==> config.mk <==
export PLATFORM = sky130hd
export DESIGN_NAME = mem_bus_arbiter_flat
export DESIGN_NICKNAME = d
export VERILOG_FILES = /design/src/rtl/mem_bus_arbiter_pkg.sv /design/src/rtl/mem_bus_arbiter_if.sv /design/src/rtl/mem_bus_arbiter.sv /design/src/flat_wrapper.sv
export SDC_FILE = /design/constraint.sdc
export NUM_CORES = 1
export LEC_CHECK = 0
export CAP_MARGIN = 20
export CORE_UTILIZATION = 35
export DETAILED_ROUTE_END_ITERATION = 6
export PLACE_DENSITY = 0.7
export SYNTH_ARGS = -nofsm -noshare
export SYNTH_HDL_FRONTEND = slang
export SYNTH_SLANG_ARGS = --single-unit
==> constraint.sdc <==
create_clock -name clk -period 5.1 [get_ports clk]
set_input_delay 0.51 -clock clk [delete_from_list [all_inputs] [get_ports clk]]
set_output_delay 0.51 -clock clk [all_outputs]
set_load 0.005 [all_outputs]
==> src/rtl/mem_bus_arbiter_pkg.sv <==
// Shared types for the IF/MEM data-RAM arbiter: state and grant encodings,
// the 32-bit register bus type and the latched RAM command.
package mem_bus_arbiter_pkg;

   localparam int REG_W = 32;
   typedef logic [REG_W-1:0] reg_bus_t;

   typedef enum logic [1:0] {
      ARB_IDLE   = 2'd0,
      ARB_BUSY_I = 2'd1,
      ARB_BUSY_D = 2'd2,
      ARB_RESP   = 2'd3
   } arb_state_e;

   typedef enum logic {
      GRANT_INST = 1'b0,
      GRANT_DATA = 1'b1
   } grant_e;

   typedef struct packed {
      logic       we;
      logic [3:0] sel;
      reg_bus_t   addr;
      reg_bus_t   data;
   } ram_cmd_t;

   localparam logic [3:0] SEL_WORD = 4'b1111;

   // Fetches are always full-word reads.
   function automatic ram_cmd_t inst_cmd(input reg_bus_t addr);
      ram_cmd_t c;
      c.we   = 1'b0;
      c.sel  = SEL_WORD;
      c.addr = addr;
      c.data = '0;
      return c;
   endfunction

endpackage

==> src/rtl/mem_bus_arbiter_if.sv <==
// Bundle of the fetch port, data port and RAM-side signals around the arbiter.
// The slave view is the arbiter itself; master is everything around it.
interface mem_bus_arbiter_if;
   import mem_bus_arbiter_pkg::*;

   logic       if_ce_i;
   reg_bus_t   if_addr_i;
   reg_bus_t   if_data_o;
   logic       if_ack_o;

   logic       d_ce_i;
   logic       d_we_i;
   logic [3:0] d_sel_i;
   reg_bus_t   d_addr_i;
   reg_bus_t   d_data_i;
   reg_bus_t   d_data_o;
   logic       d_ack_o;

   logic       ram_ce_o;
   logic       ram_we_o;
   logic [3:0] ram_sel_o;
   reg_bus_t   ram_addr_o;
   reg_bus_t   ram_data_o;
   reg_bus_t   ram_data_i;
   logic       ram_ack_i;

   logic       stall_req_o;
   logic       bus_err_o;

   modport slave (
      input  if_ce_i, if_addr_i, d_ce_i, d_we_i, d_sel_i, d_addr_i, d_data_i,
             ram_data_i, ram_ack_i,
      output if_data_o, if_ack_o, d_data_o, d_ack_o, ram_ce_o, ram_we_o,
             ram_sel_o, ram_addr_o, ram_data_o, stall_req_o, bus_err_o
   );

   modport master (
      output if_ce_i, if_addr_i, d_ce_i, d_we_i, d_sel_i, d_addr_i, d_data_i,
             ram_data_i, ram_ack_i,
      input  if_data_o, if_ack_o, d_data_o, d_ack_o, ram_ce_o, ram_we_o,
             ram_sel_o, ram_addr_o, ram_data_o, stall_req_o, bus_err_o
   );

endinterface

==> src/rtl/mem_bus_arbiter.sv <==
// Single-port data RAM arbiter between instruction fetch and the MEM stage.
// One transaction at a time: IDLE -> BUSY_x -> RESP -> IDLE, with timeout abort.
module mem_bus_arbiter
   import mem_bus_arbiter_pkg::*;
#(
   parameter int TIMEOUT = 15
) (
   input  logic             clk,
   input  logic             rst,
   mem_bus_arbiter_if.slave bus
);

   localparam int                CNT_W    = $clog2(TIMEOUT + 1);
   localparam logic [CNT_W-1:0] CNT_LAST = CNT_W'(TIMEOUT - 1);

   arb_state_e       state_q, state_d;
   grant_e           grant_q, grant_d;
   logic [CNT_W-1:0] cnt_q, cnt_d;
   ram_cmd_t         cmd_q, cmd_d;
   reg_bus_t         if_data_q, if_data_d;
   reg_bus_t         d_data_q, d_data_d;
   logic             if_ack_q, if_ack_d;
   logic             d_ack_q, d_ack_d;
   logic             bus_err_q, bus_err_d;

   logic busy;
   logic req_any;
   logic pick_data;
   logic timeout_hit;
   logic done;

   assign busy        = (state_q == ARB_BUSY_I) || (state_q == ARB_BUSY_D);
   assign req_any     = bus.if_ce_i | bus.d_ce_i;
   // grant_q doubles as last_grant: data wins a tie unless it was served last.
   assign pick_data   = bus.d_ce_i & (~bus.if_ce_i | (grant_q == GRANT_INST));
   assign timeout_hit = (cnt_q == CNT_LAST);
   assign done        = busy & (bus.ram_ack_i | timeout_hit);

   always_ff @(posedge clk or negedge rst) begin
      if (!rst) begin
         state_q   <= ARB_IDLE;
         grant_q   <= GRANT_INST;
         cnt_q     <= '0;
         cmd_q     <= '0;
         if_data_q <= '0;
         d_data_q  <= '0;
         if_ack_q  <= 1'b0;
         d_ack_q   <= 1'b0;
         bus_err_q <= 1'b0;
      end else begin
         state_q   <= state_d;
         grant_q   <= grant_d;
         cnt_q     <= cnt_d;
         cmd_q     <= cmd_d;
         if_data_q <= if_data_d;
         d_data_q  <= d_data_d;
         if_ack_q  <= if_ack_d;
         d_ack_q   <= d_ack_d;
         bus_err_q <= bus_err_d;
      end
   end

   always_comb begin
      state_d = state_q;
      unique case (state_q)
         ARB_IDLE: begin
            if (pick_data)         state_d = ARB_BUSY_D;
            else if (bus.if_ce_i)  state_d = ARB_BUSY_I;
         end
         ARB_BUSY_I, ARB_BUSY_D: begin
            if (done) state_d = ARB_RESP;
         end
         // The dead cycle lets the served requester drop ce before re-arbitration.
         ARB_RESP: state_d = ARB_IDLE;
         default:  state_d = ARB_IDLE;
      endcase
   end

   always_comb begin
      reg_bus_t rdata;
      grant_d   = grant_q;
      cnt_d     = cnt_q;
      cmd_d     = cmd_q;
      if_data_d = if_data_q;
      d_data_d  = d_data_q;
      if_ack_d  = 1'b0;
      d_ack_d   = 1'b0;
      bus_err_d = 1'b0;
      rdata     = '0;

      if (state_q == ARB_IDLE && req_any) begin
         cnt_d = '0;
         if (pick_data) begin
            grant_d  = GRANT_DATA;
            cmd_d.we   = bus.d_we_i;
            cmd_d.sel  = bus.d_sel_i;
            cmd_d.addr = bus.d_addr_i;
            cmd_d.data = bus.d_data_i;
         end else begin
            grant_d = GRANT_INST;
            cmd_d   = inst_cmd(bus.if_addr_i);
         end
      end

      if (busy) begin
         if (cnt_q != '1) cnt_d = cnt_q + CNT_W'(1);
         if (done) begin
            // An ack in the last allowed cycle still counts as success.
            if (bus.ram_ack_i && !cmd_q.we) rdata = bus.ram_data_i;
            bus_err_d = ~bus.ram_ack_i;
            if (grant_q == GRANT_INST) begin
               if_data_d = rdata;
               if_ack_d  = 1'b1;
            end else begin
               d_data_d = rdata;
               d_ack_d  = 1'b1;
            end
         end
      end
   end

   always_comb begin
      bus.ram_ce_o   = busy;
      bus.ram_we_o   = 1'b0;
      bus.ram_sel_o  = '0;
      bus.ram_addr_o = '0;
      bus.ram_data_o = '0;
      if (busy) begin
         bus.ram_we_o   = cmd_q.we;
         bus.ram_sel_o  = cmd_q.sel;
         bus.ram_addr_o = cmd_q.addr;
         bus.ram_data_o = cmd_q.data;
      end
   end

   assign bus.if_data_o   = if_data_q;
   assign bus.if_ack_o    = if_ack_q;
   assign bus.d_data_o    = d_data_q;
   assign bus.d_ack_o     = d_ack_q;
   assign bus.bus_err_o   = bus_err_q;
   assign bus.stall_req_o = (bus.if_ce_i & ~if_ack_q) | (bus.d_ce_i & ~d_ack_q);

endmodule

==> src/flat_wrapper.sv <==
// flat-port wrapper written by rule: the top's interface ports become plain ports
module mem_bus_arbiter_flat import mem_bus_arbiter_pkg::*;
#(
   parameter int TIMEOUT = 15
)
  (clk, rst, bus_if_ce_i, bus_if_addr_i, bus_d_ce_i, bus_d_we_i, bus_d_sel_i, bus_d_addr_i, bus_d_data_i, bus_ram_data_i, bus_ram_ack_i, bus_if_data_o, bus_if_ack_o, bus_d_data_o, bus_d_ack_o, bus_ram_ce_o, bus_ram_we_o, bus_ram_sel_o, bus_ram_addr_o, bus_ram_data_o, bus_stall_req_o, bus_bus_err_o);
  mem_bus_arbiter_if bus_i ();
  input  logic clk;
  input  logic rst;
  input wire logic [$bits(bus_i.if_ce_i)-1:0] bus_if_ce_i;
  input wire logic [$bits(bus_i.if_addr_i)-1:0] bus_if_addr_i;
  input wire logic [$bits(bus_i.d_ce_i)-1:0] bus_d_ce_i;
  input wire logic [$bits(bus_i.d_we_i)-1:0] bus_d_we_i;
  input wire logic [$bits(bus_i.d_sel_i)-1:0] bus_d_sel_i;
  input wire logic [$bits(bus_i.d_addr_i)-1:0] bus_d_addr_i;
  input wire logic [$bits(bus_i.d_data_i)-1:0] bus_d_data_i;
  input wire logic [$bits(bus_i.ram_data_i)-1:0] bus_ram_data_i;
  input wire logic [$bits(bus_i.ram_ack_i)-1:0] bus_ram_ack_i;
  output wire logic [$bits(bus_i.if_data_o)-1:0] bus_if_data_o;
  output wire logic [$bits(bus_i.if_ack_o)-1:0] bus_if_ack_o;
  output wire logic [$bits(bus_i.d_data_o)-1:0] bus_d_data_o;
  output wire logic [$bits(bus_i.d_ack_o)-1:0] bus_d_ack_o;
  output wire logic [$bits(bus_i.ram_ce_o)-1:0] bus_ram_ce_o;
  output wire logic [$bits(bus_i.ram_we_o)-1:0] bus_ram_we_o;
  output wire logic [$bits(bus_i.ram_sel_o)-1:0] bus_ram_sel_o;
  output wire logic [$bits(bus_i.ram_addr_o)-1:0] bus_ram_addr_o;
  output wire logic [$bits(bus_i.ram_data_o)-1:0] bus_ram_data_o;
  output wire logic [$bits(bus_i.stall_req_o)-1:0] bus_stall_req_o;
  output wire logic [$bits(bus_i.bus_err_o)-1:0] bus_bus_err_o;
  assign bus_i.if_ce_i = bus_if_ce_i;
  assign bus_i.if_addr_i = bus_if_addr_i;
  assign bus_i.d_ce_i = bus_d_ce_i;
  assign bus_i.d_we_i = bus_d_we_i;
  assign bus_i.d_sel_i = bus_d_sel_i;
  assign bus_i.d_addr_i = bus_d_addr_i;
  assign bus_i.d_data_i = bus_d_data_i;
  assign bus_i.ram_data_i = bus_ram_data_i;
  assign bus_i.ram_ack_i = bus_ram_ack_i;
  assign bus_if_data_o = bus_i.if_data_o;
  assign bus_if_ack_o = bus_i.if_ack_o;
  assign bus_d_data_o = bus_i.d_data_o;
  assign bus_d_ack_o = bus_i.d_ack_o;
  assign bus_ram_ce_o = bus_i.ram_ce_o;
  assign bus_ram_we_o = bus_i.ram_we_o;
  assign bus_ram_sel_o = bus_i.ram_sel_o;
  assign bus_ram_addr_o = bus_i.ram_addr_o;
  assign bus_ram_data_o = bus_i.ram_data_o;
  assign bus_stall_req_o = bus_i.stall_req_o;
  assign bus_bus_err_o = bus_i.bus_err_o;
  mem_bus_arbiter #(.TIMEOUT(TIMEOUT)) u_core (.clk(clk), .rst(rst), .bus(bus_i));
endmodule
==> metrics.txt <==
number of buffer cells added on primary ports=275; clock tree from TritonCTS=done; Max rail drop VDD=0.292 mV; setup total negative slack=0 ns; proportion of synthesized area in mux cells=0.0581; area growth from synthesis to layout=59.1%; async set-reset flop share out of synthesis=1.00; pins over their slew limit=0; count of final setup violators=0; final critical-path required period=2.92 ns; setup fix buffers added after clock tree synthesis=0; stage delay of the slowest cell on the critical path=0.53 ns; Min-Delay Path Class=in -> async; Final Instance Area=9600 µm²; via count of the first global-routing pass=5090; number of remaining DRC errors=0; die height=133 µm; GPL Wtd Cong=0.762; number of hold buffers added after cts=0; # resized after CTS=0; slack of the worst reg-to-reg path=2.49 ns; number of failing hold endpoints at the final stage=0; data arrival time of the critical path=2.41 ns; total of flip-flops plus latches after synthesis=143; Post-synth EDFFs=0; Final Net Count=906; gr usage total=0.201; sequence of cells on the critical path=inv_1 > ha_2 > buf_4 > and2_1 > clkdlybuf4s50_1; TritonCTS sink count=143; core occupancy in the finished layout=0.575; post-route antenna net violation count=0; data required time at the worst endpoint=4.59 ns; CTS Buf Count=17; post-synthesis instance area=6030 µm²; synthesized-area fraction occupied by ao, oa, aoi and oai cells=0.192; Clock Tree Root=sky130_fd_sc_hd__clkbuf_16; maximum net fanout on the critical path=77; horizontal die dimension=133 µm; Synthesized Nets=643; area of the placeable core=16700 µm²; leakage power=4.19 nW; Ports=276; FF-to-FF Start=u_core.state_q[1]; Achievable Freq=342 MHz; Critical Path Source Type=register; Worst Tran Pin Value=0.903 ns; count of mapped cells out of synthesis=502; standard cell area after detailed placement=8980 µm²; Cell Rows=47; total routed wirelength=17400 µm; count of H-tree levels built during CTS=4; vias after detailed routing=4885; register area share after synthesis=0.593; count of yosys warnings during synthesis=0; Detailed Routing Iterations Pass 1=4; clock slew at reported path FFs=0.06 ns; post-synthesis simple-gate area fraction=0.108; post-synthesis share of cell area spent on full adders, half adders and majority gates=0.00622; mean routed wirelength per cell=17.5 µm; worst-case clock buffer depth=2; Diodes inserted=0; worst reg2reg path endpoint=u_core.bus.d_data_o[3]; worst-case reg-to-reg path depth=8; power per standard cell area=614 nW/µm²; iteration-0 DRC count of the detailed router=257; max cap viols=0; overflow left after global routing=0; master of the slowest instance on the critical path=sky130_fd_sc_hd__clkdlybuf4s50_1; first-pass GRT wire length=27500 µm; share of post-route cells with drive strength above 1=0.0631; half-perimeter wire length after detailed placement=12300 µm; synthesized-area fraction occupied by xor and xnor cells=0.00145; pin count of the biggest net entering global routing=102; path type of the worst setup path=reg -> out; post-detailed-route via-to-cell ratio=4.90; antenna violations before repair=0; mean cell area of the mapped netlist=12.0 µm²; primary flip-flop cell chosen by synthesis mapping=sky130_fd_sc_hd__dfrtp_1; largest family of logic cells by synthesized area=compound AO/OA/AOI/OAI gates; share of the cycle needed by the critical path after routing=0.573; worst slew slack as a fraction of its limit=0.398; kind of end point of the critical path=output pin; run status=completed; Die ar.=17800 µm²; starting density of the core=0.361; unrepaired setup endpoints after global routing=no; Synth cell types=30; clock latency at the later pin of the worst-skew pair=0.41 ns; final worst clock skew=0.0112 ns
flip-flops by register name (all words and copies together), names as in the netlist:
register / count
u_core.bus.if_ack_o: 1
u_core.bus.if_data_o: 32
u_core.state_q: 2
u_core.bus.d_data_o: 32
u_core.grant_q: 1
u_core.cnt_q: 4
u_core.cmd_q: 69
u_core.bus.bus_err_o: 1
u_core.bus.d_ack_o: 1
layout by cell type, fill, tap and decap left out, types with 4 or more instances in the layout:
cell	instances
sky130_fd_sc_hd__dfrtp_1	143
sky130_fd_sc_hd__o21ai_0	35
sky130_fd_sc_hd__clkbuf_16	17
sky130_fd_sc_hd__o22a_1	4
sky130_fd_sc_hd__buf_4	8
sky130_fd_sc_hd__mux2i_1	35
sky130_fd_sc_hd__and2_1	70
sky130_fd_sc_hd__inv_1	9
sky130_fd_sc_hd__a22o_1	97
sky130_fd_sc_hd__nand2_1	41
sky130_fd_sc_hd__clkdlybuf4s50_1	274
routing by layer:
metal / share of wire / vias to the layer above / global-route usage / wire length (µm)
li1: - / 2329 / - / -
met1: 0.41 / 2382 / 0.244 / 7240
met2: 0.52 / 152 / 0.347 / 9030
met3: 0.045 / 22 / 0.0464 / 780
met4: 0.023 / 0 / 0.0726 / 400
met5: 0 / - / 0 / 0
Yosys cell counts (2+ instances only):
cell	count	share of area
sky130_fd_sc_hd__o22a_1	4	0.0058
sky130_fd_sc_hd__inv_1	9	0.0056
sky130_fd_sc_hd__dfrtp_1	143	0.59
sky130_fd_sc_hd__or3_1	2	0.0021
sky130_fd_sc_hd__nor3_1	3	0.0025
sky130_fd_sc_hd__mux2i_1	35	0.058
sky130_fd_sc_hd__clkbuf_1	26	0.016
sky130_fd_sc_hd__buf_4	4	0.0050
sky130_fd_sc_hd__buf_2	7	0.0058
sky130_fd_sc_hd__nand2_1	41	0.026
sky130_fd_sc_hd__and2_1	70	0.073
sky130_fd_sc_hd__ha_1	3	0.0062
sky130_fd_sc_hd__nor2_1	2	0.0012
sky130_fd_sc_hd__a22o_1	97	0.14
sky130_fd_sc_hd__nand3_1	3	0.0025
sky130_fd_sc_hd__o22ai_1	2	0.0021
sky130_fd_sc_hd__buf_6	4	0.0075
sky130_fd_sc_hd__o21ai_0	35	0.029
layout make-up:
type                    count  area, µm²
clock buffers              18        429
clock inverters            12        164
fillers                  1402       7100
inverters                   9       33.8
multi-input cells         309       2250
flip-flops and latches    143       3580
well taps                 220        275
repair buffers            285       2870
per-stage QoR:
step                      std cells  hold slack (ns)  worst slack [ns]  total power [mW]
after floorplan                 502            0.214              3.23              3.15
after global placement          964            0.456              2.04              4.58
after detailed placement        965            0.463              1.88              4.68
after CTS                       995            0.227              2.13              5.96
after global routing            996            0.243              2.01              6.27
final                           996            0.182              2.18              5.89
kinds of logic after synthesis:
logic type | count (synthesis)
DFF | 143
and+or+nand+nor | 122
adders and majority gates | 3
muxes | 35
AOI/OAI and AO/OA | 148
xor gates and xnor gates | 1
buffers and inverters | 50
report_power, final:
part | switching [mW] | internal (mW) | total, mW
logic | 1.12 | 1.62 | 2.74
clock network | 0.481 | 0.770 | 1.25
registers | 0.281 | 1.62 | 1.90
total | 1.88 | 4.01 | 5.89
critical path, delay by kind of cell, from the launching register on:
kind                     cells  cell delay [ns]
adder cells (fa/ha/maj)      1             0.31
buffers and inverters        3             1.08
flip-flops                   1             0.37
AND/OR/NAND/NOR              1             0.21
worst max-delay path by stage:
stage,slack [ns],start,to,cells after the start
global route,2.01,u_core.state_q[1],bus_ram_addr_o[31],5
detailed placement,1.88,bus_d_ce_i,u_core.cmd_q[12],5
floorplan,3.23,u_core.state_q[1],bus_ram_data_o[0],5
global placement,2.04,bus_d_ce_i,u_core.cmd_q[5],5
CTS,2.13,u_core.state_q[1],bus_ram_addr_o[10],5
finish,2.18,u_core.state_q[1],bus_ram_data_o[30],5
Note: power is estimated with default switching activity, not from simulation.
